==> src/rtl/mastermind_pkg.sv <==
`default_nettype none
// +----------------------------------------------------------------------------+
// | Package   : mastermind_pkg                                                 |
// | Purpose   : Shared types and default sizing for the guess scoring slice.   |
// |             state_t is the scorer FSM encoding; the *_D constants are the  |
// |             default parameter values used by guess_scorer and              |
// |             value_histogram.                                               |
// | Revision  : 1.0 - initial release                                          |
// +----------------------------------------------------------------------------+
package mastermind_pkg;

  typedef enum logic [1:0] {
    IDLE    = 2'd0,
    EXACT   = 2'd1,
    PARTIAL = 2'd2,
    DONE    = 2'd3
  } state_t;

  localparam int NUM_DIGITS_D   = 4;
  localparam int DIGIT_W_D      = 2;
  localparam int MAX_ATTEMPTS_D = 8;

endpackage : mastermind_pkg
`default_nettype wire

==> src/rtl/value_histogram.sv <==
`default_nettype none
// +----------------------------------------------------------------------------+
// | Module    : value_histogram                                                |
// | Purpose   : One counter per possible digit value, counting how many        |
// |             unmatched digits carried that value.                           |
// | Ports     : clk, reset  - clock, synchronous active-high reset             |
// |             clr         - clear every counter                              |
// |             inc         - increment the counter selected by inc_val        |
// |             inc_val     - digit value to count                             |
// |             rd_val      - digit value to read                              |
// |             rd_cnt      - combinational count for rd_val                   |
// | Revision  : 1.0 - initial release                                          |
// +----------------------------------------------------------------------------+
module value_histogram
  import mastermind_pkg::*;
#(
  parameter int NUM_DIGITS = NUM_DIGITS_D,
  parameter int DIGIT_W    = DIGIT_W_D
) (
  input  logic                              clk,
  input  logic                              reset,
  input  logic                              clr,
  input  logic                              inc,
  input  logic [DIGIT_W-1:0]                inc_val,
  input  logic [DIGIT_W-1:0]                rd_val,
  output logic [$clog2(NUM_DIGITS+1)-1:0]   rd_cnt
);

  localparam int c_CW   = $clog2(NUM_DIGITS + 1);
  localparam int c_NVAL = 2 ** DIGIT_W;

  logic [c_CW-1:0] r_cnt [c_NVAL];

  always_ff @(posedge clk) begin
    if (reset || clr) begin
      for (int v = 0; v < c_NVAL; v++) begin
        r_cnt[v] <= '0;
      end
    end else if (inc) begin
      r_cnt[inc_val] <= r_cnt[inc_val] + c_CW'(1);
    end
  end

  assign rd_cnt = r_cnt[rd_val];

endmodule : value_histogram
`default_nettype wire

==> src/rtl/guess_scorer.sv <==
`default_nettype none
// +----------------------------------------------------------------------------+
// | Module    : guess_scorer                                                   |
// | Purpose   : Scores a latched guess against a latched secret code, one      |
// |             digit per cycle, returning exact and partial match counts,     |
// |             and tracks attempts plus sticky won/lost status.               |
// | Ports     : clk, reset         - clock, synchronous active-high reset      |
// |             start, new_game    - score request / game restart pulses       |
// |             code, guess        - packed digits, digit i at [i*DIGIT_W]     |
// |             busy, result_valid - scoring in progress / result pulse        |
// |             exact_cnt, partial_cnt, attempts, won, lost - score status     |
// |             dup_guess          - repeat-guess rejection pulse              |
// | Options   : REPEAT_FILTER_EN - reject a start whose guess equals the last  |
// |             scored guess; without it dup_guess is tied low.                |
// | Revision  : 1.0 - initial release                                          |
// +----------------------------------------------------------------------------+
module guess_scorer
  import mastermind_pkg::*;
#(
  parameter int NUM_DIGITS   = NUM_DIGITS_D,
  parameter int DIGIT_W      = DIGIT_W_D,
  parameter int MAX_ATTEMPTS = MAX_ATTEMPTS_D
) (
  input  logic                                 clk,
  input  logic                                 reset,
  input  logic                                 start,
  input  logic                                 new_game,
  input  logic [NUM_DIGITS*DIGIT_W-1:0]        code,
  input  logic [NUM_DIGITS*DIGIT_W-1:0]        guess,
  output logic                                 busy,
  output logic                                 result_valid,
  output logic [$clog2(NUM_DIGITS+1)-1:0]      exact_cnt,
  output logic [$clog2(NUM_DIGITS+1)-1:0]      partial_cnt,
  output logic [$clog2(MAX_ATTEMPTS+1)-1:0]    attempts,
  output logic                                 won,
  output logic                                 lost,
  output logic                                 dup_guess
);

  localparam int c_W    = NUM_DIGITS * DIGIT_W;
  localparam int c_CW   = $clog2(NUM_DIGITS + 1);
  localparam int c_AW   = $clog2(MAX_ATTEMPTS + 1);
  localparam int c_NVAL = 2 ** DIGIT_W;
  // idx walks digit positions in EXACT and digit values in PARTIAL
  localparam int c_NMAX = (NUM_DIGITS > c_NVAL) ? NUM_DIGITS : c_NVAL;
  localparam int c_IW   = $clog2(c_NMAX + 1);

  state_t            r_state;
  logic [c_IW-1:0]   r_idx;
  logic [c_W-1:0]    r_code;
  logic [c_W-1:0]    r_guess;
  logic [c_CW-1:0]   r_exact;
  logic [c_CW-1:0]   r_partial;

  logic [DIGIT_W-1:0] w_code_dig;
  logic [DIGIT_W-1:0] w_guess_dig;
  logic               w_match;
  logic [c_CW-1:0]    w_hc;
  logic [c_CW-1:0]    w_hg;
  logic [c_CW-1:0]    w_min;
  logic               w_start_ok;
  logic               w_is_repeat;
  logic               w_accept;
  logic               w_hist_inc;

  // Select the current digit of the latched code and guess
  always_comb begin
    w_code_dig  = '0;
    w_guess_dig = '0;
    for (int i = 0; i < NUM_DIGITS; i++) begin
      if (r_idx == c_IW'(i)) begin
        w_code_dig  = r_code[i*DIGIT_W +: DIGIT_W];
        w_guess_dig = r_guess[i*DIGIT_W +: DIGIT_W];
      end
    end
  end

  assign w_match    = (w_code_dig == w_guess_dig);
  // Only digits that missed an exact match are eligible for partial credit
  assign w_hist_inc = (r_state == EXACT) && !w_match;
  assign w_min      = (w_hc < w_hg) ? w_hc : w_hg;
  assign w_start_ok = start && !won && !lost && (r_state == IDLE);
  assign w_accept   = w_start_ok && !w_is_repeat;
  assign busy       = (r_state != IDLE);

  value_histogram #(.NUM_DIGITS(NUM_DIGITS), .DIGIT_W(DIGIT_W)) u_hist_code (
    .clk     (clk),
    .reset   (reset),
    .clr     (w_accept),
    .inc     (w_hist_inc),
    .inc_val (w_code_dig),
    .rd_val  (r_idx[DIGIT_W-1:0]),
    .rd_cnt  (w_hc)
  );

  value_histogram #(.NUM_DIGITS(NUM_DIGITS), .DIGIT_W(DIGIT_W)) u_hist_guess (
    .clk     (clk),
    .reset   (reset),
    .clr     (w_accept),
    .inc     (w_hist_inc),
    .inc_val (w_guess_dig),
    .rd_val  (r_idx[DIGIT_W-1:0]),
    .rd_cnt  (w_hg)
  );

  always_ff @(posedge clk) begin
    if (reset) begin
      r_state      <= IDLE;
      r_idx        <= '0;
      r_code       <= '0;
      r_guess      <= '0;
      r_exact      <= '0;
      r_partial    <= '0;
      result_valid <= 1'b0;
      exact_cnt    <= '0;
      partial_cnt  <= '0;
      attempts     <= '0;
      won          <= 1'b0;
      lost         <= 1'b0;
    end else begin
      result_valid <= 1'b0;
      if (new_game) begin
        r_state     <= IDLE;
        attempts    <= '0;
        won         <= 1'b0;
        lost        <= 1'b0;
        exact_cnt   <= '0;
        partial_cnt <= '0;
      end else begin
        case (r_state)
          IDLE: begin
            if (w_accept) begin
              r_code    <= code;
              r_guess   <= guess;
              r_exact   <= '0;
              r_partial <= '0;
              r_idx     <= '0;
              r_state   <= EXACT;
            end
          end
          EXACT: begin
            if (w_match) begin
              r_exact <= r_exact + c_CW'(1);
            end
            if (r_idx == c_IW'(NUM_DIGITS - 1)) begin
              r_idx   <= '0;
              r_state <= PARTIAL;
            end else begin
              r_idx <= r_idx + c_IW'(1);
            end
          end
          PARTIAL: begin
            r_partial <= r_partial + w_min;
            if (r_idx == c_IW'(c_NVAL - 1)) begin
              r_idx   <= '0;
              r_state <= DONE;
            end else begin
              r_idx <= r_idx + c_IW'(1);
            end
          end
          DONE: begin
            exact_cnt    <= r_exact;
            partial_cnt  <= r_partial;
            result_valid <= 1'b1;
            if (attempts != c_AW'(MAX_ATTEMPTS)) begin
              attempts <= attempts + c_AW'(1);
            end
            if (r_exact == c_CW'(NUM_DIGITS)) begin
              won <= 1'b1;
            end else if (attempts == c_AW'(MAX_ATTEMPTS - 1)) begin
              lost <= 1'b1;
            end
            r_state <= IDLE;
          end
          default: r_state <= IDLE;
        endcase
      end
    end
  end

`ifdef REPEAT_FILTER_EN
  logic [c_W-1:0] r_last_guess;
  logic           r_last_valid;

  assign w_is_repeat = r_last_valid && (guess == r_last_guess);

  always_ff @(posedge clk) begin
    if (reset || new_game) begin
      r_last_guess <= '0;
      r_last_valid <= 1'b0;
      dup_guess    <= 1'b0;
    end else begin
      dup_guess <= w_start_ok && w_is_repeat;
      if (r_state == DONE) begin
        r_last_guess <= r_guess;
        r_last_valid <= 1'b1;
      end
    end
  end
`else
  assign w_is_repeat = 1'b0;
  assign dup_guess   = 1'b0;
`endif

endmodule : guess_scorer
`default_nettype wire

==> config.mk <==
export PLATFORM = sky130hd
export DESIGN_NAME = guess_scorer
export DESIGN_NICKNAME = d
export VERILOG_FILES = /design/src/rtl/mastermind_pkg.sv /design/src/rtl/value_histogram.sv /design/src/rtl/guess_scorer.sv
export SDC_FILE = /design/constraint.sdc
export NUM_CORES = 1
export LEC_CHECK = 0
export ABC_AREA = 1
export CAP_MARGIN = 40
export CORE_MARGIN = 5
export CORE_UTILIZATION = 50
export CTS_CLUSTER_DIAMETER = 150
export DETAILED_ROUTE_END_ITERATION = 10
export HOLD_SLACK_MARGIN = 0.05
export PLACE_DENSITY = 0.7
export REMOVE_ABC_BUFFERS = 1
export SYNTH_ARGS = -nofsm -noshare
export SYNTH_HDL_FRONTEND = slang
export SYNTH_SLANG_ARGS = --single-unit
==> constraint.sdc <==
create_clock -name clk -period 3.8 [get_ports clk]
set_input_delay 0.38 -clock clk [delete_from_list [all_inputs] [get_ports clk]]
set_output_delay 0.38 -clock clk [all_outputs]
set_load 0.02 [all_outputs]
==> results.cfg <==
[critical_path]
worstSetupPathType = flip-flop to flip-flop
cp.arrival_ns = 3.43
worstPathMaxFanout = 13
path_cells = inv_1, o21ai_0, a21oi_1, a21oi_1, ha_1, a21oi_1, nand2_1, nand2_1, o21ai_0, ha_1, fa_1, xnor2_1, xor2_1, nor3_1, a21oi_1, nor2_1
required_ns = 4.02
cpMaxStageDelayCell = dfxtp_1
endpoint_kind = flip-flop
critPathMostFrequentCell = a21oi_1
start_kind = flip-flop
cp_slowest_stage_delay_ns = 0.55

[sta]
relSlewSlack_pct = 51.4
rsz0062_at_grt = false
max_freq_ghz = 0.312
hold_viol = 0
fin_skew_ns = 0.0115
maxSlewViolCount = 0
finalSetupTns_ns = 0
worst_hold_slack_ns = 0.456
layout_setup_ws_ns = 0.593
fin_crit_ns = 3.21
worst_slew_pin_slew_ns = 0.728
setup_violations = 0
finalCritPeriodShare_pct = 84.4

[final_layout]
finalNonFillerCells = 590
final_nets = 529
fin_area_um2 = 4150
drive_gt1_share_pct = 9.72
layout_commonest_cell = nand2_1
final_core_util_pct = 60.3
layout_common_cells = nand2_1 (88), inv_1 (56), nor2_1 (52)
syn_to_final_growth_pct = 16.5
antenna_cells_inserted = 0
fillers = 621

[detailed_routing]
drtIter0Drc = 170
first_pass_iters = 4
vias = 3007
routed_wl_um = 7460
wl_per_cell_um = 12.6
via_per_inst = 5.10
ant_nets = 0
drc = 0

[placement]
place_area_um2 = 3980
place_ws_ns = 0.633
port_buffers = 33
hpwlAfterDp_um = 5690
finalWeightedCongestion = 0.926
dp.cells = 575

[yosys]
ys_async_sr_fraction_pct = 0
netlist_instances = 454
synth_edf_count = 24
netlist_area_um2 = 3560
ys.flop_type = dfxtp_1
yosysSeqAreaShare_pct = 43.9
ys_seq_elements = 66
ys_warn_count = 0
ys_types = 37
syn_avg_cell_area_um2 = 7.84

[clock_network]
post_cts_buffers = 0
cts_root_buf = clkbuf_8
htree_levels = 3
clock_latency_ns = 0.34
clk_pin_slew_ns = 0.07
cts_tree = done
numCtsBuffers = 9
holdBufCountCts = 0
numClockSinks = 66
ctsResizeCount = 0
clk_path_buf_depth = 2

[floorplanning]
die_x_um = 94.4
chipHeight_um = 94.4
die_area_um2 = 8910
start_util_pct = 51.8
rows = 30
core_area_um2 = 6870
top_level_ports = 35

[global_routing]
met1_usage_pct = 22.6
grt.total_usage_pct = 17.7
grt_pass1_vias = 2794
grt_pass1_wl_um = 12400
use_met2_pct = 29.1
grt_max_degree = 29
antenna_found_initial = 0
busiest_layer = met2
overflow = 0
met3_usage_pct = 2.95

[run_status]
status = complete, no violations

[power]
p_leak_nw = 1.72
power.total_mw = 1.70
peakVddDrop_v = 0.000217
power.density_nw_per_um2 = 411

[worst_hold_path]
hold_path.class = flip-flop to flip-flop

[run]
drv_cap = 0
==> synthesized netlist by cell type, types with 2 or more instances <==
cell type / n / area [um2]
dfxtp_1: 42 / 841
o21ai_2: 2 / 17.5
nor2_2: 3 / 18.8
edfxtp_1: 24 / 721
nand2_2: 12 / 75.1
nand3b_1: 2 / 15.0
nand3_1: 21 / 105
nand4_1: 4 / 25.0
nor3_1: 3 / 15.0
ha_1: 18 / 225
nand2_1: 88 / 330
nand2_4: 4 / 45.0
clkbuf_1: 7 / 26.3
o22ai_1: 5 / 31.3
a31oi_1: 3 / 18.8
a21oi_1: 42 / 210
a211oi_1: 2 / 15.0
inv_2: 6 / 22.5
o21ai_0: 38 / 190
inv_1: 56 / 210
nor2_4: 2 / 22.5
nand3_2: 2 / 20.0
nor2_1: 52 / 195
xor2_1: 3 / 26.3
==> flip-flops by register name, summed over array words and instances (netlist names), 2 cells and up, named ones only <==
name                cells
r_exact                 3
attempts                4
r_partial               3
u_hist_code.r_cnt      12
r_idx                   3
u_hist_guess.r_cnt     12
r_state                 2
r_guess                 8
partial_cnt             3
exact_cnt               3
r_code                  8
==> routing by layer <==
layer / part of all wire (%) / up-vias
met2: 46 / 71
met5: 0 / -
li1: - / 1563
met1: 47 / 1361
met4: 1.5 / 0
met3: 4.8 / 12
==> critical path: cells and delay by family, from the launching register on <==
family | cells | cell delay, ns
AOI/OAI and AO/OA | 6 | 0.79
xor gates and xnor gates | 2 | 0.37
adders and majority gates | 3 | 0.86
buffers and inverters | 1 | 0.25
DFF | 1 | 0.55
and+or+nand+nor | 4 | 0.30
==> kinds of logic (layout without fill, tap and decap cells) <==
| kind of cell | after synthesis | count (layout) | share of synthesized area (%) |
|---|---|---|---|
| AND/OR/NAND/NOR | 195 | 195 | 25.0 |
| AO/OA/AOI/OAI | 98 | 98 | 15.5 |
| buffers and inverters | 71 | 111 | 7.63 |
| flip-flops | 66 | 66 | 43.9 |
| adder cells (fa/ha/maj) | 19 | 19 | 6.89 |
| XOR/XNOR | 4 | 4 | 0.984 |
| other | 1 | 1 | 0.105 |
==> layout make-up <==
type	count	area, um2	share of cell area, %
clock buffer	15	166	4.01
multi-input combinational	317	1730	41.7
sequential	66	1560	37.7
timing repair buffer	34	338	8.15
inverter	62	233	5.61
tap	96	120	2.90
==> power by group <==
group / leakage, nW / switching (mW) / internal [mW]
logic: 1.03 / 0.248 / 0.128
registers: 0.605 / 0.0299 / 0.780
clock network: 0.0838 / 0.246 / 0.271
total: 1.72 / 0.524 / 1.18
==> worst paths after layout <==
kind | from | to | slack (ns) | depth (start not counted)
min | r_guess[3] | r_guess[3] | 0.46 | 2
min reg2reg | r_guess[3] | r_guess[3] | 0.46 | 2
max | flip-flop | r_partial[2] | 0.59 | 16
max reg2reg | flip-flop | r_partial[2] | 0.59 | 16
(Power assumes the default switching activity.)
